File: config.mk
export PLATFORM = sky130hd
export DESIGN_NAME = acc_div_stream
export DESIGN_NICKNAME = d
export VERILOG_FILES = /design/src/rtl/acc_div_stream.sv
export SDC_FILE = /design/constraint.sdc
export NUM_CORES = 1
export LEC_CHECK = 0
export BUFFER_PORTS_ARGS = -buffer_cell sky130_fd_sc_hd__buf_2
export CORE_ASPECT_RATIO = 1.1
export CORE_MARGIN = 2
export CORE_UTILIZATION = 45
export CTS_BUF_LIST = sky130_fd_sc_hd__clkbuf_4 sky130_fd_sc_hd__clkbuf_8
export DETAILED_ROUTE_END_ITERATION = 8
export PLACE_DENSITY = 0.64
export SYNTH_ARGS = -nofsm -noshare
export SYNTH_HDL_FRONTEND = slang
export SYNTH_SLANG_ARGS = --single-unit
File: constraint.sdc
create_clock -name clk -period 2.15 [get_ports clk]
set_input_delay 0.43 -clock clk [delete_from_list [all_inputs] [get_ports clk]]
set_output_delay 0.43 -clock clk [all_outputs]
set_load 0.01 [all_outputs]
File: src/rtl/acc_div_stream.sv
// acc_div_stream - streaming restoring divider with a show-ahead result buffer.
//
// Operands arrive as a dividend word followed by a divisor word on InputData,
// each qualified by StartData while ReadyToAccept is high. A WIDTH-step
// restoring divider produces the quotient, which is written together with a
// divide-by-zero flag into a DEPTH-entry show-ahead buffer. The consumer pops
// the head entry with ReceiveData.
//
// Optional feature macro: ACC_DIV_REMAINDER_EN
//   defined   - every operand pair also pushes its remainder (after the quotient)
//   undefined - only the quotient is buffered
//
// Ports:
//   clk            rising-edge clock
//   rstN           asynchronous active-low reset
//   StartData      operand strobe (honoured only while ReadyToAccept=1)
//   InputData      operand word (dividend first, then divisor)
//   ReadyToAccept  high in the operand-capture states
//   ReceiveData    pop strobe for the buffer head
//   OutputData     head entry value (0 while empty)
//   OutValid       buffer not empty
//   OutDivZero     divide-by-zero flag of the head entry (0 while empty)
//   OutBuffFull    buffer holds DEPTH entries
//   BuffCount      buffer occupancy
module acc_div_stream #(
  parameter int WIDTH = 8,
  parameter int DEPTH = 4
) (
  input  logic                         clk,
  input  logic                         rstN,
  input  logic                         StartData,
  input  logic [WIDTH-1:0]             InputData,
  output logic                         ReadyToAccept,
  input  logic                         ReceiveData,
  output logic [WIDTH-1:0]             OutputData,
  output logic                         OutValid,
  output logic                         OutDivZero,
  output logic                         OutBuffFull,
  output logic [$clog2(DEPTH+1)-1:0]   BuffCount
);

  localparam int CW = $clog2(WIDTH);
  localparam int PW = $clog2(DEPTH);
  localparam int NW = $clog2(DEPTH+1);

  typedef enum logic [2:0] {
    GET_A,
    GET_B,
    CALC,
    PUSH_Q
`ifdef ACC_DIV_REMAINDER_EN
    , PUSH_R
`endif
  } state_t;

  state_t               r_state;
  state_t               w_next;

  logic [WIDTH-1:0]     r_dvd;
  logic [WIDTH-1:0]     r_dvs;
  logic [WIDTH-1:0]     r_prem;
  logic [WIDTH-1:0]     r_quot;
  logic [CW-1:0]        r_cnt;
  logic                 r_dz;

  logic [WIDTH:0]       r_mem [DEPTH];
  logic [PW-1:0]        r_wr;
  logic [PW-1:0]        r_rd;
  logic [NW-1:0]        r_count;

  logic [WIDTH:0]       w_shift;
  logic                 w_ge;
  logic [WIDTH-1:0]     w_sub;
  logic                 w_pop;
  logic                 w_space;
  logic                 w_push;
  logic [WIDTH:0]       w_wdata;
  logic [WIDTH:0]       w_head;

  // Restoring step on the WIDTH+1 bit working remainder. The stored partial
  // remainder is always below the divisor, so the shifted value is below
  // twice the divisor and the difference fits back into WIDTH bits.
  assign w_shift = {r_prem, r_dvd[WIDTH-1]};
  assign w_ge    = w_shift[WIDTH] | (w_shift[WIDTH-1:0] >= r_dvs);
  assign w_sub   = w_shift[WIDTH-1:0] - r_dvs;

  // A pop frees a slot on the same edge, so a full buffer still accepts a
  // push when the head is being consumed.
  assign w_pop   = ReceiveData && (r_count != '0);
  assign w_space = (r_count != NW'(DEPTH)) || w_pop;

  always_ff @(posedge clk or negedge rstN) begin
    if (!rstN) r_state <= GET_A;
    else       r_state <= w_next;
  end

  always_comb begin
    w_next        = r_state;
    ReadyToAccept = 1'b0;
    w_push        = 1'b0;
    w_wdata       = {r_dz, r_quot};
    case (r_state)
      GET_A: begin
        ReadyToAccept = 1'b1;
        if (StartData) w_next = GET_B;
      end
      GET_B: begin
        ReadyToAccept = 1'b1;
        if (StartData) w_next = (InputData == '0) ? PUSH_Q : CALC;
      end
      CALC: begin
        if (r_cnt == '0) w_next = PUSH_Q;
      end
      PUSH_Q: begin
        w_push = w_space;
`ifdef ACC_DIV_REMAINDER_EN
        if (w_space) w_next = PUSH_R;
`else
        if (w_space) w_next = GET_A;
`endif
      end
`ifdef ACC_DIV_REMAINDER_EN
      PUSH_R: begin
        w_push  = w_space;
        w_wdata = {r_dz, r_prem};
        if (w_space) w_next = GET_A;
      end
`endif
      default: w_next = GET_A;
    endcase
  end

  // Operand capture and divider iteration
  always_ff @(posedge clk or negedge rstN) begin
    if (!rstN) begin
      r_dvd  <= '0;
      r_dvs  <= '0;
      r_prem <= '0;
      r_quot <= '0;
      r_cnt  <= '0;
      r_dz   <= 1'b0;
    end else begin
      case (r_state)
        GET_A: begin
          if (StartData) r_dvd <= InputData;
        end
        GET_B: begin
          if (StartData) begin
            r_dvs <= InputData;
            r_cnt <= CW'(WIDTH-1);
            if (InputData == '0) begin
              // Zero divisor: saturated quotient, remainder is the dividend.
              r_dz   <= 1'b1;
              r_quot <= '1;
              r_prem <= r_dvd;
            end else begin
              r_dz   <= 1'b0;
              r_quot <= '0;
              r_prem <= '0;
            end
          end
        end
        CALC: begin
          r_dvd  <= {r_dvd[WIDTH-2:0], 1'b0};
          r_prem <= w_ge ? w_sub : w_shift[WIDTH-1:0];
          r_quot <= {r_quot[WIDTH-2:0], w_ge};
          r_cnt  <= r_cnt - 1'b1;
        end
        default: ;
      endcase
    end
  end

  // Result buffer storage; validity is tracked by the pointers and count.
  always_ff @(posedge clk) begin
    if (w_push) r_mem[r_wr] <= w_wdata;
  end

  always_ff @(posedge clk or negedge rstN) begin
    if (!rstN) begin
      r_wr    <= '0;
      r_rd    <= '0;
      r_count <= '0;
    end else begin
      if (w_push) r_wr <= r_wr + 1'b1;
      if (w_pop)  r_rd <= r_rd + 1'b1;
      case ({w_push, w_pop})
        2'b10:   r_count <= r_count + 1'b1;
        2'b01:   r_count <= r_count - 1'b1;
        default: r_count <= r_count;
      endcase
    end
  end

  assign w_head      = r_mem[r_rd];
  assign OutValid    = (r_count != '0);
  assign OutputData  = OutValid ? w_head[WIDTH-1:0] : '0;
  assign OutDivZero  = OutValid & w_head[WIDTH];
  assign OutBuffFull = (r_count == NW'(DEPTH));
  assign BuffCount   = r_count;

endmodule

==> impl_metrics.tcl, run 1 <==
set metrics [dict create \
    cts_tree "done" \
    clock_tree.htree_level_count 3 \
    grt_antenna_before_repair 0 \
    crit_required_ns 1.72 \
    synth_seq_cells 81 \
    internal_power_mw 4.57 \
    final-max-slew-violation-count 0 \
    timing_hold_violations_final 0 \
    vias_in_the_first_global_route 3006 \
    final_cell_area_um2 4880 \
    dr_total_vias 3024 \
    met2_demand_to_capacity_share_in_global_routing 0.313 \
    timing.final.crit_period_ns 2.11 \
    fp.dieArea_um2 10200 \
    ctsLongestPathBuffers 2 \
    setup-violations-final 0 \
    worstPathBufferInverterCount 2 \
    final_antenna_net_count 0 \
    die-height_um 106 \
    total_i_o_pin_count 27 \
    netlist_instances 371 \
    start_kind "flip-flop" \
    layout_overhead_on_the_synthesized_area_pct 15.1 \
    synth_area_leaders "dfrtp_1 (27%), edfxtp_1 (26%), ha_1 (5.6%)" \
    avgRoutedWirePerCell_um 16.5 \
    maxCapViolCount 0 \
    synthesized_net_count 404 \
    globalRouteTotalUtil 0.190 \
    max_slew.worst_pin.slew_ns 0.515 \
    tns_ns 0 \
    critical-path-slowest-cell "mux4_2" \
    grt_remaining_overflow 0 \
    outcome "complete, no violations" \
    number_of_unique_standard_cell_types_used_by_synthesis 59 \
    total_leakage_power_nw 2.04 \
    yosys_top_cell_area_share 0.266 \
    place_area_um2 4570 \
    worst_ep_arrival_time_ns 1.68 \
    fin_cells 533 \
    worst_path_dominant_cell_family "multiplexers" \
    clock_pin_slew_worst_setup_and_hold_paths_ns 0.09 \
    timing.slew.headroom 0.655 \
    synthDominantAreaCellType "dfrtp_1" \
    globalRouteMet1Util 0.248 \
    clk-insertion-delay-late_ns 0.35 \
    synth.avg_cell_area_um2 11.4 \
    route.detailed.vias_per_inst 5.67 \
    yosys_most_used_dff "dfrtp_1" \
    final.fill_count 819 \
    hpwl_um 6170 \
    grt-busiest-layer "met2" \
    total_power_mw 7.86 \
    power-per-cell-area_nw_per_um2 1610 \
    drive_gt1_frac 0.260 \
    cts-buffers-inserted 9 \
    final_net_count 444 \
    sequential_group_share_of_total_power 0.314 \
    cp-end-kind "primary output" \
    synth.cell_area_um2 4240 \
    switching_share 0.418 \
    fmax_mhz 474 \
    yosys_warnings 0 \
    finalClockSkew_ns 0.00653 \
    synth_sequential_area_ratio 0.521 \
    crit_path_cell_trace "buf_12, mux4_2, and2_4, buf_2" \
    clockPowerShare 0.135 \
    cp_max_fo 10 \
    placed_cells 516 \
    synth_enable_flop_cells 36 \
    port-buffer-count 26 \
    peakVddDrop_mv 0.714 \
    postRouteWirelength_um 8800 \
    grt_setup_unrepaired "yes" \
    die-width_um 96.5 \
    root_buffer "clkbuf_8" \
    globalplace.congestion 0.842 \
    worst-setup-path-type "flip-flop to primary output" \
    initial_core_util 0.458 \
    first_pass_grt_wire_length_um 14700 \
    min_path_type "primary input to asynchronous set/reset pin" \
    synthMostInstantiatedCell "dfrtp_1" \
    synth-async-reset-ratio 0.556 \
    std_cell_rows 37 \
    core_footprint_um2 9260 \
    cts.sink_count 81 \
    slowest_stage_delay_on_critical_path_ns 0.51 \
    met3_track_utilization_from_global_routing 0.0329 \
    grt_start_max_net_pins 32 \
    p_switching_mw 3.28 \
    diodes 0 \
    post_synth_most_frequent_cells "dfrtp_1 (45), edfxtp_1 (36), a21oi_1 (28), nand2_1 (25), inv_1 (24)" \
    power_frac_comb 0.551 \
    remaining_drc_errors 0 \
    fin_util 0.527 \
    drt-pass1-iter-count 4 \
    detail_route.iter0.violations 140 \
    min_period_over_period 0.982 \
]
## metal layers
metal | up-vias | wire length (um)
met4 | 0 | 146
met1 | 1486 | 3750
li1 | 1450 | -
met2 | 75 | 4580
met5 | - | 0
met3 | 13 | 319
## final timing paths
kind                                    from       endpoint  slack (ns)  depth (start not counted)
worst max-delay path                 r_rd[0]  OutputData[0]        0.04                          4
worst min-delay path                    rstN       r_dvd[7]        0.01                          1
worst max register to register      r_dvd[7]      r_prem[5]        0.05                          8
worst min register to register      r_dvs[3]       r_dvs[3]        0.52                          1
max in group asynchronous               rstN        r_rd[1]        1.51                          2
min in group clk                InputData[2]       r_dvs[2]        0.36                          2
## sequential cells by signal, summed over array words and instances, names as in the netlist
name and flops:
r_rd 2, r_dz 1, r_state 2, r_wr 2, r_cnt 3, r_dvd 8, r_quot 8, r_prem 8
BuffCount 3, r_dvs 8, r_mem 36
## worst register-to-register path: stages, from the launching register on
cell,delay (ns)
dfrtp_1,0.35
inv_1,0.04
ha_1,0.21
fa_1,0.42
nand2b_4,0.18
a21oi_4,0.22
o21ai_4,0.13
and3_1,0.21
o31a_1,0.23
## power by group through the flow
stage / sequential [mW] / combinational, mW / clock (mW)
2_1_floorplan: 2.37 / 2.93 / 0
3_3_place_gp: 2.47 / 3.83 / 0
3_5_place_dp: 2.49 / 3.90 / 0
4_1_cts: 2.47 / 3.95 / 1.09
5_1_grt: 2.53 / 4.85 / 1.16
6_report: 2.47 / 4.33 / 1.06
## layout by cell type (no fill, tap or decap), types with 6 or more instances in the layout
master / synthesis / layout
buf_2: 7 / 21
dfrtp_1: 45 / 44
mux2_2: 9 / 9
nor2_1: 14 / 14
o21ai_1: 9 / 9
nand3_1: 7 / 7
mux4_2: 9 / 9
nand2_1: 25 / 25
buf_4: 2 / 19
a31oi_1: 11 / 11
inv_1: 24 / 24
o21ai_0: 14 / 14
and2_1: 14 / 6
o22ai_1: 12 / 12
a21oi_1: 28 / 27
edfxtp_1: 36 / 36
ha_1: 19 / 19
clkbuf_8: 0 / 9
and2_4: 0 / 8
## logic make-up after synthesis
family                   after synthesis  share of synthesized area
buffers and inverters                 42                     0.0467
XOR/XNOR                               6                     0.0124
adder cells (fa/ha/maj)               21                     0.0656
flip-flops                            81                      0.521
AO/OA/AOI/OAI                        109                      0.162
AND/OR/NAND/NOR                       91                      0.113
multiplexers                          21                     0.0791
## cell type report
type | count | area, um2 | share of cell area
multi-input combinational | 248 | 1900 | 0.390
clock buffer | 9 | 124 | 0.0254
timing repair buffer | 47 | 344 | 0.0705
tap | 117 | 146 | 0.0300
inverter | 24 | 90.1 | 0.0185
sequential | 81 | 2210 | 0.453
clock inverter | 7 | 61.3 | 0.0126
## through the flow
step	hold slack, ns	setup WS, ns
4_1_cts	0.0198	-0.00251
3_3_place_gp	0.406	0.0601
2_1_floorplan	0.134	0.0722
6_report	0.00983	0.0388
3_5_place_dp	0.410	0.0210
5_1_grt	0.0222	-0.0444
## timing repair
action                     4_1_cts  5_1_grt
setup endpoints to repair       10       20
resized for setup                4       22
pin swaps                        0        3
hold endpoints to repair         0        0
cloned                           0        0
setup buffers                    0        1
hold buffers                     0        0
Power figures use the tool's default switching activity.
==> run 2, diff against run 1 <==
--- a/config.mk
+++ b/config.mk
@@ -5,13 +5,14 @@
 export SDC_FILE = /design/constraint.sdc
 export NUM_CORES = 1
 export LEC_CHECK = 0
+export ABC_AREA = 1
 export BUFFER_PORTS_ARGS = -buffer_cell sky130_fd_sc_hd__buf_2
 export CORE_ASPECT_RATIO = 1.1
 export CORE_MARGIN = 2
 export CORE_UTILIZATION = 45
 export CTS_BUF_LIST = sky130_fd_sc_hd__clkbuf_4 sky130_fd_sc_hd__clkbuf_8
 export DETAILED_ROUTE_END_ITERATION = 8
-export PLACE_DENSITY = 0.64
+export PLACE_DENSITY = 0.65
 export SYNTH_ARGS = -nofsm -noshare
 export SYNTH_HDL_FRONTEND = slang
 export SYNTH_SLANG_ARGS = --single-unit
==> impl_metrics.tcl, run 2 <==
set metrics [dict create \
    worst_ep_arrival_time_ns 1.65 \
    grt_start_max_net_pins 31 \
    grt_antenna_before_repair 0 \
    largest_register "r_mem" \
    total_leakage_power_nw 2.17 \
    final.hold.worst_slack_ns 0.0875 \
    cp_max_fo 19 \
    slowest_stage_delay_on_critical_path_ns 0.40 \
    clockPowerShare 0.165 \
    ctsLongestPathBuffers 2 \
    synth.avg_cell_area_um2 9.01 \
    min_path_type "primary input to asynchronous set/reset pin" \
    synth-async-reset-ratio 0.556 \
    synth_enable_flop_cells 36 \
    cp_dominant_cell_by_count "nor2_1" \
    number_of_unique_standard_cell_types_used_by_synthesis 33 \
    worst-path-stages 6 \
    synth.cell_area_um2 4160 \
    final_antenna_net_count 0 \
    die-height_um 105 \
    globalplace.congestion 0.793 \
    vias_in_the_first_global_route 2902 \
    first_pass_grt_wire_length_um 13700 \
    sequential_group_share_of_total_power 0.326 \
    reg2reg_depth 14 \
    max_slew.worst_pin.slew_ns 0.632 \
    yosys_most_used_dff "dfrtp_1" \
    globalRouteTotalUtil 0.178 \
    fp.dieArea_um2 10000 \
    timing_hold_violations_final 0 \
    postRouteWirelength_um 8070 \
    total_i_o_pin_count 27 \
    rr_endpoint "r_prem[7]" \
    outcome "complete, no violations" \
    diodes 0 \
    root_buffer "clkbuf_8" \
    core_footprint_um2 8920 \
    cts-buffers-inserted 9 \
    yosys_warnings 0 \
    final-max-slew-violation-count 0 \
    cts.hold.buffers_added 0 \
    cp-end-kind "primary output" \
    worstPathBufferInverterCount 2 \
    clock_pin_slew_worst_setup_and_hold_paths_ns 0.08 \
    r2r_setup_slack_ns 0.21 \
    switching_share 0.433 \
    final_net_count 531 \
    place_worst_setup_slack_ns 0.129 \
    layout.cells.most_common "nand2_1" \
    worst_path_dominant_cell_family "buffers and inverters" \
    internal_power_mw 4.62 \
    crit_path_cell_trace "buf_4, nor2_1, nor2_1, o21ai_0, a21oi_1, buf_2" \
    timing.final.crit_period_ns 2.08 \
    netlist_instances 461 \
    power-per-cell-area_nw_per_um2 1720 \
    setup-violations-final 0 \
    synthMostInstantiatedCell "nand2_1" \
    yosys_top_cell_area_share 0.271 \
    clock_tree.htree_level_count 3 \
    synthesized_net_count 494 \
    route.detailed.vias_per_inst 4.94 \
    reg2reg_from "r_dvd[7]" \
    remaining_drc_errors 0 \
    peakVddDrop_mv 0.817 \
    synth_sequential_area_ratio 0.531 \
    worst-setup-path-type "flip-flop to primary output" \
    timing.slew.headroom 0.578 \
    finalClockSkew_ns 0.00617 \
    maxCapViolCount 0 \
    power_frac_comb 0.509 \
    drive_gt1_frac 0.171 \
    crit_required_ns 1.72 \
    synth_seq_cells 81 \
    cts.sink_count 81 \
    start_kind "flip-flop" \
    hpwl_um 5830 \
    final.fill_count 818 \
    grt_remaining_overflow 0 \
    worst_setup_path_startpoint "r_rd[0]" \
    cts_tree "done" \
    std_cell_rows 36 \
    grt_setup_unrepaired "no" \
    fmax_mhz 481 \
    post_synth_most_frequent_cells "nand2_1 (75), nor2_1 (71), inv_1 (53), dfrtp_1 (45), o21ai_0 (39)" \
    clk-insertion-delay-late_ns 0.35 \
    critical-path-slowest-cell "dfrtp_1" \
    synthDominantAreaCellType "dfrtp_1" \
    largest_register_ffs 36 \
    initial_core_util 0.466 \
    synth_area_leaders "dfrtp_1 (27%), edfxtp_1 (26%), nand2_1 (6.8%)" \
    most_frequent_cells_in_the_layout "nand2_1 (75), nor2_1 (71), inv_1 (52)" \
    layout_setup_ws_ns 0.0712 \
    die-width_um 95.6 \
    worst_setup_path_endpoint "OutputData[5]" \
    drt-pass1-iter-count 4 \
    p_switching_mw 3.53 \
    avgRoutedWirePerCell_um 13.1 \
    min_period_over_period 0.967 \
    port-buffer-count 26 \
    layout_overhead_on_the_synthesized_area_pct 13.7 \
    dr_total_vias 3050 \
    detail_route.iter0.violations 165 \
    tns_ns 0 \
]
run 2: cell count changes in the layout (fill, tap and decap cells not counted), sizes merged, moves of 12 or more:
cell   before  now
nor2       14   72
nand2      28   82
and2       14    0
inv        28   65
o22ai      12    0
nand3       7   20
o21ai      24   46
run 2: worst min-delay path by stage:
stage                   from            to  slack (ns)  cells past startpoint
finish                  rstN      r_dvs[5]        0.09                      1
global route            rstN      r_dvs[5]        0.14                      1
CTS                     rstN      r_dvs[5]        0.10                      1
detailed placement  r_cnt[0]      r_cnt[0]        0.47                      1
global placement    r_cnt[0]      r_cnt[0]        0.46                      1
floorplan               rstN  BuffCount[0]        0.13                      0
run 2: kinds of logic after synthesis:
kind of cell             Yosys count  synth area share
AO/OA/AOI/OAI                     87             0.117
XOR/XNOR                           6            0.0126
adder cells (fa/ha/maj)           21            0.0668
buffers and inverters             79            0.0756
flip-flops                        81             0.531
AND/OR/NAND/NOR                  187             0.196
run 2: layer usage:
metal	global-route usage	wire length (um)	share of wire	up-vias
met5	0	0	0	-
met4	0.0745	156	0.019	0
met3	0.0303	218	0.027	15
met2	0.289	3980	0.49	45
met1	0.234	3710	0.46	1407
li1	-	-	-	1583
run 2: power groups by stage:
| stage | logic (mW) | clock network, mW | registers [mW] |
|---|---|---|---|
| after floorplan | 3.18 | 0 | 2.57 |
| after global placement | 4.01 | 0 | 2.66 |
| after detailed placement | 4.13 | 0 | 2.67 |
| after CTS | 4.14 | 1.38 | 2.64 |
| after global routing | 4.80 | 1.45 | 2.72 |
| final | 4.15 | 1.34 | 2.66 |
run 2: repair_timing:
item,in CTS,in global routing
resized for setup,0,4
setup buffers,0,0
setup endpoints to repair,0,9
hold endpoints to repair,0,0
run 2: cell type report:
type | instances | area, um2 | share of cell area
Sequential cell | 81 | 2210 | 0.467
Multi-Input combinational cell | 301 | 1650 | 0.348
Inverter | 68 | 263 | 0.0556
Timing Repair Buffer | 37 | 213 | 0.0450
Tap cell | 114 | 143 | 0.0302
Clock buffer | 10 | 138 | 0.0291
Clock inverter | 6 | 115 | 0.0244
run 2: worst reg2reg max path: stages (launching register included):
cell and delay [ns]:
dfrtp_1 0.33, inv_1 0.07, ha_1 0.24, fa_2 0.36, inv_1 0.06, nand2_1 0.05
nand2_1 0.09, nand2_1 0.09, nand2_2 0.09, nand2_4 0.09, nand2_8 0.10, nand2_1 0.08
nand2_1 0.07, nand2_1 0.05, a21oi_1 0.11
run 2: stage by stage:
step / util / area (um2) / std cells / power [mW]
2_1_floorplan: - / 4160 / 461 / 5.75
3_3_place_gp: 0.499 / 4450 / 601 / 6.67
3_5_place_dp: 0.499 / 4450 / 601 / 6.80
4_1_cts: 0.527 / 4700 / 617 / 8.16
5_1_grt: 0.530 / 4720 / 617 / 8.97
6_report: 0.530 / 4720 / 617 / 8.15
